[src/rtl/icache_sa_pkg.sv]
// Shared definitions for the set-associative instruction cache.
// Latency: n/a (types, constants and address-field helpers only).
// Backpressure: n/a.
package icache_sa_pkg;

    // Controller states
    typedef enum logic [2:0] {
        ST_IDLE  = 3'd0,
        ST_RESP  = 3'd1,
        ST_AR    = 3'd2,
        ST_RFILL = 3'd3,
        ST_FLUSH = 3'd4
    } state_t;

    // AXI response and burst encodings
    localparam logic [1:0] RESP_OKAY   = 2'b00;
    localparam logic [1:0] RESP_SLVERR = 2'b10;
    localparam logic [1:0] BURST_INCR  = 2'b01;

    // Tag width left over after the byte, word-offset and set-index fields
    function automatic int tag_width(input int sets_dig, input int words_dig);
        return 30 - sets_dig - words_dig;
    endfunction

endpackage

[src/rtl/icache_sa_way.sv]
// One way of the cache: valid bits, tags and line data for every set.
// Latency: lookup is combinational; writes land on the next clk edge.
// Backpressure: none, writes are accepted every cycle they are enabled.
module icache_sa_way
    import icache_sa_pkg::*;
#(
    parameter int SETS_DIG  = 2,
    parameter int WORDS_DIG = 2,
    parameter int TAG_W     = tag_width(SETS_DIG, WORDS_DIG)
) (
    input  logic                 clk,
    input  logic                 rst,
    input  logic                 flush,
    // lookup port
    input  logic [SETS_DIG-1:0]  lk_set,
    input  logic [WORDS_DIG-1:0] lk_off,
    input  logic [TAG_W-1:0]     lk_tag,
    output logic                 lk_hit,
    output logic                 lk_vld,
    output logic [31:0]          lk_dat,
    // refill port
    input  logic [SETS_DIG-1:0]  wr_set,
    input  logic                 wr_en,
    input  logic [WORDS_DIG-1:0] wr_off,
    input  logic [31:0]          wr_dat,
    input  logic                 tag_we,
    input  logic [TAG_W-1:0]     tag_dat,
    input  logic                 vld_dat
);

    localparam int SETS  = 1 << SETS_DIG;
    localparam int WORDS = 1 << WORDS_DIG;

    logic [SETS-1:0]  valid_q, valid_d;
    logic [TAG_W-1:0] tag_q  [SETS];
    logic [TAG_W-1:0] tag_d  [SETS];
    logic [31:0]      data_q [SETS*WORDS];
    logic [31:0]      data_d [SETS*WORDS];

    // Lookup: a way hits when the indexed set is valid and its tag matches
    always_comb begin
        lk_vld = valid_q[lk_set];
        lk_hit = lk_vld && (tag_q[lk_set] == lk_tag);
        lk_dat = data_q[{lk_set, lk_off}];
    end

    // Next-state of the arrays: beat writes, tag/valid install, flush clears valids
    always_comb begin
        valid_d = valid_q;
        tag_d   = tag_q;
        data_d  = data_q;
        if (wr_en) begin
            data_d[{wr_set, wr_off}] = wr_dat;
        end
        if (tag_we) begin
            tag_d[wr_set]   = tag_dat;
            valid_d[wr_set] = vld_dat;
        end
        if (flush) begin
            valid_d = '0;
        end
    end

    // Valid bits are the only array state that needs reset
    always_ff @(posedge clk) begin
        if (rst) begin
            valid_q <= '0;
        end else begin
            valid_q <= valid_d;
        end
    end

    // Tag and data storage, meaningless while the valid bit is clear
    always_ff @(posedge clk) begin
        tag_q  <= tag_d;
        data_q <= data_d;
    end

endmodule

[src/rtl/icache_sa.sv]
// N-way set-associative I-cache between IFU and an AXI4 read bus; optional ICACHE_EARLY_RESTART_EN.
// Latency: hits respond in the request cycle; misses take AR + bus latency + one line burst + RESP.
// Backpressure: ifu_arready only in IDLE without pending flush; RESP holds word until ifu_rready.
module icache_sa
    import icache_sa_pkg::*;
#(
    parameter int WAYS_DIG  = 1,
    parameter int SETS_DIG  = 2,
    parameter int WORDS_DIG = 2
) (
    input  logic        clk,
    input  logic        rst,
    input  logic [31:0] ifu_araddr,
    input  logic        ifu_arvalid,
    output logic        ifu_arready,
    output logic [31:0] ifu_rdata,
    output logic [1:0]  ifu_rresp,
    output logic        ifu_rvalid,
    input  logic        ifu_rready,
    output logic [31:0] out_araddr,
    output logic        out_arvalid,
    input  logic        out_arready,
    output logic [7:0]  out_arlen,
    output logic [1:0]  out_arburst,
    input  logic [31:0] out_rdata,
    input  logic [1:0]  out_rresp,
    input  logic        out_rvalid,
    output logic        out_rready,
    input  logic        out_rlast,
    input  logic        fence_i
);

    localparam int WAYS  = 1 << WAYS_DIG;
    localparam int SETS  = 1 << SETS_DIG;
    localparam int WORDS = 1 << WORDS_DIG;
    localparam int TAG_W = tag_width(SETS_DIG, WORDS_DIG);
    // Way-index width; kept at one bit for the direct-mapped case and pinned to zero there
    localparam int VIC_W = (WAYS_DIG > 0) ? WAYS_DIG : 1;

    // Registered state
    state_t               state_q, state_d;
    logic [31:0]          addr_q, addr_d;
    logic [VIC_W-1:0]     victim_q, victim_d;
    logic                 vic_vld_q, vic_vld_d;
    logic [WORDS_DIG-1:0] beat_cnt_q, beat_cnt_d;
    logic                 err_q, err_d;
    logic                 flush_pend_q, flush_pend_d;
    logic                 served_q, served_d;
    logic [31:0]          rdata_q, rdata_d;
    logic [VIC_W-1:0]     ptr_q [SETS];
    logic [VIC_W-1:0]     ptr_d [SETS];

    // Address fields of the incoming request and of the latched miss
    logic [TAG_W-1:0]     lk_tag, miss_tag;
    logic [SETS_DIG-1:0]  lk_set, miss_set;
    logic [WORDS_DIG-1:0] lk_off, miss_off;
    logic [3:0]           unused_addr_bits;

    assign lk_tag   = ifu_araddr[31 -: TAG_W];
    assign lk_set   = ifu_araddr[WORDS_DIG+2 +: SETS_DIG];
    assign lk_off   = ifu_araddr[2 +: WORDS_DIG];
    assign miss_tag = addr_q[31 -: TAG_W];
    assign miss_set = addr_q[WORDS_DIG+2 +: SETS_DIG];
    assign miss_off = addr_q[2 +: WORDS_DIG];
    assign unused_addr_bits = {ifu_araddr[1:0], addr_q[1:0]};

    // Way array interface
    logic [WAYS-1:0] hit_vec, vld_vec;
    logic [31:0]     way_dat [WAYS];
    logic            refill_we, tag_we, tag_vld, flush_all;
    logic            hit;
    logic [31:0]     hit_dat;
    logic [VIC_W-1:0] victim_c;
    logic            beat_err, err_now, er_crit;

    for (genvar w = 0; w < WAYS; w++) begin : g_way
        icache_sa_way #(
            .SETS_DIG  (SETS_DIG),
            .WORDS_DIG (WORDS_DIG),
            .TAG_W     (TAG_W)
        ) u_way (
            .clk     (clk),
            .rst     (rst),
            .flush   (flush_all),
            .lk_set  (lk_set),
            .lk_off  (lk_off),
            .lk_tag  (lk_tag),
            .lk_hit  (hit_vec[w]),
            .lk_vld  (vld_vec[w]),
            .lk_dat  (way_dat[w]),
            .wr_set  (miss_set),
            .wr_en   (refill_we && (victim_q == VIC_W'(w))),
            .wr_off  (beat_cnt_q),
            .wr_dat  (out_rdata),
            .tag_we  (tag_we && (victim_q == VIC_W'(w))),
            .tag_dat (miss_tag),
            .vld_dat (tag_vld)
        );
    end

    // Hit merge and victim choice: lowest invalid way, else the set's round-robin pointer
    always_comb begin
        hit      = |hit_vec;
        hit_dat  = '0;
        victim_c = ptr_q[lk_set];
        for (int w = 0; w < WAYS; w++) begin
            if (hit_vec[w]) begin
                hit_dat = hit_dat | way_dat[w];
            end
        end
        for (int w = WAYS - 1; w >= 0; w--) begin
            if (!vld_vec[w]) begin
                victim_c = VIC_W'(w);
            end
        end
    end

    assign beat_err = out_rvalid && (out_rresp != RESP_OKAY);
    assign err_now  = err_q || beat_err;

`ifdef ICACHE_EARLY_RESTART_EN
    // Critical beat forwarded straight to the IFU, at most once per refill
    assign er_crit = (state_q == ST_RFILL) && out_rvalid && (beat_cnt_q == miss_off) && !served_q;
`else
    assign er_crit = 1'b0;
`endif

    // Controller next-state: lookup, refill sequencing, response hold and flush
    always_comb begin
        state_d      = state_q;
        addr_d       = addr_q;
        victim_d     = victim_q;
        vic_vld_d    = vic_vld_q;
        beat_cnt_d   = beat_cnt_q;
        err_d        = err_q;
        flush_pend_d = flush_pend_q;
        served_d     = served_q;
        rdata_d      = rdata_q;
        ptr_d        = ptr_q;
        refill_we    = 1'b0;
        tag_we       = 1'b0;
        tag_vld      = 1'b0;
        flush_all    = 1'b0;

        // A fence while busy is remembered and serviced once back in IDLE
        if (fence_i && (state_q == ST_RESP || state_q == ST_AR || state_q == ST_RFILL)) begin
            flush_pend_d = 1'b1;
        end

        unique case (state_q)
            ST_IDLE: begin
                if (fence_i || flush_pend_q) begin
                    state_d = ST_FLUSH;
                end else if (ifu_arvalid) begin
                    if (hit) begin
                        if (!ifu_rready) begin
                            rdata_d = hit_dat;
                            state_d = ST_RESP;
                        end
                    end else begin
                        addr_d     = ifu_araddr;
                        victim_d   = victim_c;
                        vic_vld_d  = &vld_vec;
                        beat_cnt_d = '0;
                        err_d      = 1'b0;
                        served_d   = 1'b0;
                        state_d    = ST_AR;
                    end
                end
            end
            ST_AR: begin
                if (out_arready) begin
                    state_d = ST_RFILL;
                end
            end
            ST_RFILL: begin
                if (out_rvalid) begin
                    refill_we  = 1'b1;
                    err_d      = err_now;
                    beat_cnt_d = beat_cnt_q + WORDS_DIG'(1);
                    if (beat_cnt_q == miss_off) begin
                        rdata_d = out_rdata;
                    end
                    if (er_crit && ifu_rready) begin
                        served_d = 1'b1;
                    end
                    if (out_rlast) begin
                        tag_we  = 1'b1;
                        tag_vld = !err_now;
                        // Pointer moves only when a live line was displaced
                        if (WAYS_DIG > 0 && vic_vld_q) begin
                            ptr_d[miss_set] = victim_q + VIC_W'(1);
                        end
                        if (served_q || (er_crit && ifu_rready)) begin
                            err_d   = 1'b0;
                            state_d = ST_IDLE;
                        end else begin
                            state_d = ST_RESP;
                        end
                    end
                end
            end
            ST_RESP: begin
                if (ifu_rready) begin
                    err_d   = 1'b0;
                    state_d = ST_IDLE;
                end
            end
            ST_FLUSH: begin
                flush_all    = 1'b1;
                flush_pend_d = 1'b0;
                for (int s = 0; s < SETS; s++) begin
                    ptr_d[s] = '0;
                end
                state_d = ST_IDLE;
            end
            default: begin
                state_d = ST_IDLE;
            end
        endcase
    end

    // Control registers with synchronous reset
    always_ff @(posedge clk) begin
        if (rst) begin
            state_q      <= ST_IDLE;
            beat_cnt_q   <= '0;
            err_q        <= 1'b0;
            flush_pend_q <= 1'b0;
            served_q     <= 1'b0;
            for (int s = 0; s < SETS; s++) begin
                ptr_q[s] <= '0;
            end
        end else begin
            state_q      <= state_d;
            beat_cnt_q   <= beat_cnt_d;
            err_q        <= err_d;
            flush_pend_q <= flush_pend_d;
            served_q     <= served_d;
            ptr_q        <= ptr_d;
        end
    end

    // Datapath registers, only meaningful once the FSM has loaded them
    always_ff @(posedge clk) begin
        addr_q    <= addr_d;
        victim_q  <= victim_d;
        vic_vld_q <= vic_vld_d;
        rdata_q   <= rdata_d;
    end

    // Output decode; reset forces the idle handshake values
    always_comb begin
        ifu_arready = 1'b0;
        ifu_rvalid  = 1'b0;
        ifu_rdata   = '0;
        ifu_rresp   = RESP_OKAY;
        out_arvalid = 1'b0;
        out_rready  = 1'b0;
        if (rst) begin
            ifu_arready = 1'b1;
        end else begin
            unique case (state_q)
                ST_IDLE: begin
                    ifu_arready = !fence_i && !flush_pend_q;
                    if (ifu_arvalid && hit && !fence_i && !flush_pend_q) begin
                        ifu_rvalid = 1'b1;
                        ifu_rdata  = hit_dat;
                    end
                end
                ST_AR: begin
                    out_arvalid = 1'b1;
                end
                ST_RFILL: begin
                    out_rready = 1'b1;
                    if (er_crit) begin
                        ifu_rvalid = 1'b1;
                        ifu_rdata  = out_rdata;
                        ifu_rresp  = err_now ? RESP_SLVERR : RESP_OKAY;
                    end
                end
                ST_RESP: begin
                    ifu_rvalid = 1'b1;
                    ifu_rdata  = rdata_q;
                    ifu_rresp  = err_q ? RESP_SLVERR : RESP_OKAY;
                end
                default: begin
                end
            endcase
        end
    end

    assign out_araddr  = {addr_q[31:WORDS_DIG+2], {(WORDS_DIG+2){1'b0}}};
    assign out_arlen   = 8'(WORDS - 1);
    assign out_arburst = BURST_INCR;

endmodule

[config.mk]
export PLATFORM = sky130hd
export DESIGN_NAME = icache_sa
export DESIGN_NICKNAME = d
export VERILOG_FILES = /design/src/rtl/icache_sa_pkg.sv /design/src/rtl/icache_sa_way.sv /design/src/rtl/icache_sa.sv
export SDC_FILE = /design/constraint.sdc
export NUM_CORES = 1
export LEC_CHECK = 0
export ABC_AREA = 1
export CAP_MARGIN = 25
export CORE_MARGIN = 4
export CORE_UTILIZATION = 35
export DETAILED_ROUTE_END_ITERATION = 10
export PLACE_DENSITY_LB_ADDON = 0.05
export SYNTH_ARGS = -nofsm -noshare
export SYNTH_HDL_FRONTEND = slang
export SYNTH_HIERARCHICAL = 1
export SYNTH_SLANG_ARGS = --single-unit
[constraint.sdc]
create_clock -name clk -period 8.85 [get_ports clk]
set_clock_uncertainty 0.1 [all_clocks]
set_input_delay 2.2125 -clock clk [delete_from_list [all_inputs] [get_ports clk]]
set_output_delay 2.2125 -clock clk [all_outputs]
set_load 0.1 [all_outputs]
==> impl_metrics.tcl <==
set metrics [dict create \
    outcome "completed" \
    synth_top_family_by_area "compound AO/OA/AOI/OAI gates" \
    path_common_cell "nand2_1" \
    slew_headroom 0.2814 \
    internal_power_w 0.01064 \
    synth_top_cell_by_area "edfxtp_1" \
    antenna_found_initial 8 \
    hold-path-endpoint "g_way[0].u_way/valid_q[0]" \
    path_buf_inv 5 \
    postCtsHoldBufs 0 \
    maxCapViolations 0 \
    die_x_um 403.8 \
    vias_per_cell 5.107 \
    setup_violations 0 \
    dieArea_um2 163000 \
    grt_remaining_overflow 0 \
    finalPower_w 0.01422 \
    p_clk_frac 0.407 \
    fin_util 0.4107 \
    die_h_um 403.8 \
    tightest_slew_ps 1074 \
    critPathLaunchType "input pin" \
    hold_viol_final 0 \
    numCtsBuffers 151 \
    pin_count 154 \
    design_area_um2 63640 \
    cts_tree "done" \
    drive_above_1_share 0.1000 \
    h-tree-depth 4 \
    synth_top_area_share 0.7099 \
    ant_nets 0 \
    min_period_over_period 0.9277 \
    critPathTopFamily "simple AND/OR/NAND/NOR gates" \
    insertion_delay_ps 770 \
    cp.arrival_ps 5900 \
    wirelength_mm 169.0 \
    synthAdderAreaFrac 0 \
    reg2reg_setup_slack_ps 4560 \
    drt_pre_antenna_iters 6 \
    num_rows 144 \
    synth_area_leaders "edfxtp_1 (71%), mux2i_1 (4.7%), nand2_1 (4.5%)" \
    vdd_drop_max_v 0.0001786 \
    core_area_um2 154900 \
    grt_pass1_wl_mm 240.6 \
    grt_usage 0.2054 \
    root_buffer "clkbuf_16" \
    power_leakage_nw 22.43 \
    path_cells "buf_6, inv_4, nand3_1, nand3b_1, nand2_1, nor2_1, nand2_1, nor2_1, nand2_1, nor2_4, inv_1, nand2_1, nand2_1, nor3_4, buf_12, nand2_1, a21oi_1, buf_12" \
    grt_pass1_vias 31710 \
    rsz0062_at_grt "false" \
    power.switching_w 0.003579 \
    cts_resized 0 \
    powerDensity_nw_per_um2 223.4 \
    area_delta_synth_final_pct 16.08 \
    place_area_um2 58880 \
    placement.io_buffers 136 \
    holdWs_ps 361.0 \
    syn_area_um2 54820 \
    place_congestion 0.7403 \
    drcViolationCount 0 \
    synth_xor_area_frac 0.0006391 \
    yosys_warnings 6 \
    slew_viol_final 0 \
    start_util 0.3538 \
    maxClockFrequency_mhz 121.8 \
    seq_power_share 0.495 \
    synth_compound_area_frac 0.09873 \
    seq_area_frac_synth 0.7168 \
    clk_pin_slew_ps 60 \
    hold_path_depth 2 \
    r2r_cells 11 \
    clock-sinks 1315 \
    mostFrequentLayoutCell "edfxtp_1" \
    r2r-end "g_way[1].u_way/valid_q[2]" \
    synth_cell_types 36 \
    min_from "g_way[0].u_way/valid_q[0]" \
    critPathKind "input pin to output pin" \
    synth_mux_area_frac 0.04674 \
    p_comb_frac 0.099 \
    postCtsSetupRepairBufs 0 \
    hold_path_class "flip-flop to flip-flop" \
    cp_max_fo 41 \
    synth-simple-area-share 0.08009 \
    dp_hpwl_mm 88.66 \
    netlist_instances 4147 \
    synth.avg_cell_area_um2 13.22 \
    vias 33010 \
    drt_iter0_markers 2349 \
    nNetsFinal 4375 \
    clk_path_buf_depth 3 \
    yosys_register_bits 1315 \
    setup_tns_ps 0 \
    grt_start_max_net_pins 114 \
    fin_crit_ps 8210 \
    critPathSlowestCell "inv_4" \
    slowest_delay_ps 640 \
    final_cell_mix "edfxtp_1 (1296), nand2_1 (654), inv_1 (317)" \
    reg2reg_from "state_q[0]" \
    wl_per_cell_um 26.14 \
    cp.required_ps 6540 \
    worst_setup_path_end_kind "output pin" \
    p_sw_frac 0.2517 \
]
[worst register-to-register path, delay by kind of cell, from the launching register on]
family	cells	cell delay (ps)
AND/OR/NAND/NOR	4	1260
buffers and inverters	6	2190
AO/OA/AOI/OAI	1	210
flip-flops	1	450
[power groups by stage]
stage / clock, W / sequential (W) / combinational, W
6_report: 0.00578 / 0.00703 / 0.00140
4_1_cts: 0.00595 / 0.00704 / 0.00141
5_1_grt: 0.00622 / 0.00704 / 0.00151
2_1_floorplan: 0 / 0.00714 / 0.000885
3_3_place_gp: 0 / 0.00717 / 0.00139
3_5_place_dp: 0 / 0.00717 / 0.00140
[synthesized netlist by cell type, drive strengths merged]
cell and instances:
edfxtp 1296, nand2 665, inv 327, o21ai 322, a21oi 304, o211ai 257, mux2i 256, nand3 219
buf 177, clkbuf 108, nor2 104, nand3b 33, a22o 32, dfxtp 19, nand4 7, nor3 6
a211oi 4, xnor2 4, conb 2, nor4 2, or2 2, o22ai 1
[state kept, by name (all words and copies together) (netlist names)]
signal               count
flush_pend_q             1
rdata_q                 32
ptr_q                    4
addr_q                  30
victim_q                 1
state_q                  3
g_way.u_way/tag_q      208
err_q                    1
vic_vld_q                1
g_way.u_way/valid_q      8
beat_cnt_q               2
g_way.u_way/data_q    1024
[kinds of logic (layout without fill, tap and decap cells)]
family	count (synthesis)	after routing
other	2	16
and+or+nand+nor	1038	1038
xor gates and xnor gates	4	4
DFF	1315	1315
muxes	256	256
AOI/OAI and AO/OA	920	920
buffers and inverters	612	870
[metal layers]
metal	routed length [um]	track usage	vias up
li1	-	-	15400
met3	7014	0.02781	205
met4	2974	0.04634	0
met1	79940	0.2972	16660
met5	0	0	-
met2	79030	0.3306	742
[cell type report]
| type | instances | area (um^2) |
|---|---|---|
| flip-flops and latches | 1315 | 39300 |
| repair buffers | 273 | 3264 |
| fillers | 14540 | 91310 |
| well taps | 2044 | 2557 |
| multi-input cells | 2233 | 12760 |
| clock inverters | 80 | 484.2 |
| clock buffers | 190 | 4031 |
| inverters | 327 | 1242 |
| diodes | 1 | 2.502 |
[through the flow]
stage               setup slack, ps  std cells
CTS                           576.8       6452
floorplan                      1137       4160
detailed placement            584.5       6182
global route                  359.7       6463
finish                        640.3       6463
global placement              596.6       6168
[worst max path at each step]
stage                             start            end  slack [ps]  depth (start not counted)
after floorplan           ifu_araddr[5]  ifu_rdata[10]        1140                         19
after detailed placement  ifu_araddr[5]   ifu_rdata[4]         580                         18
after CTS                 ifu_araddr[5]   ifu_rdata[4]         580                         18
after global routing      ifu_araddr[5]  ifu_rdata[17]         360                         18
final                     ifu_araddr[5]   ifu_rdata[4]         640                         18
after global placement    ifu_araddr[5]  ifu_rdata[17]         600                         18
Note: power is estimated with default switching activity, not from simulation.
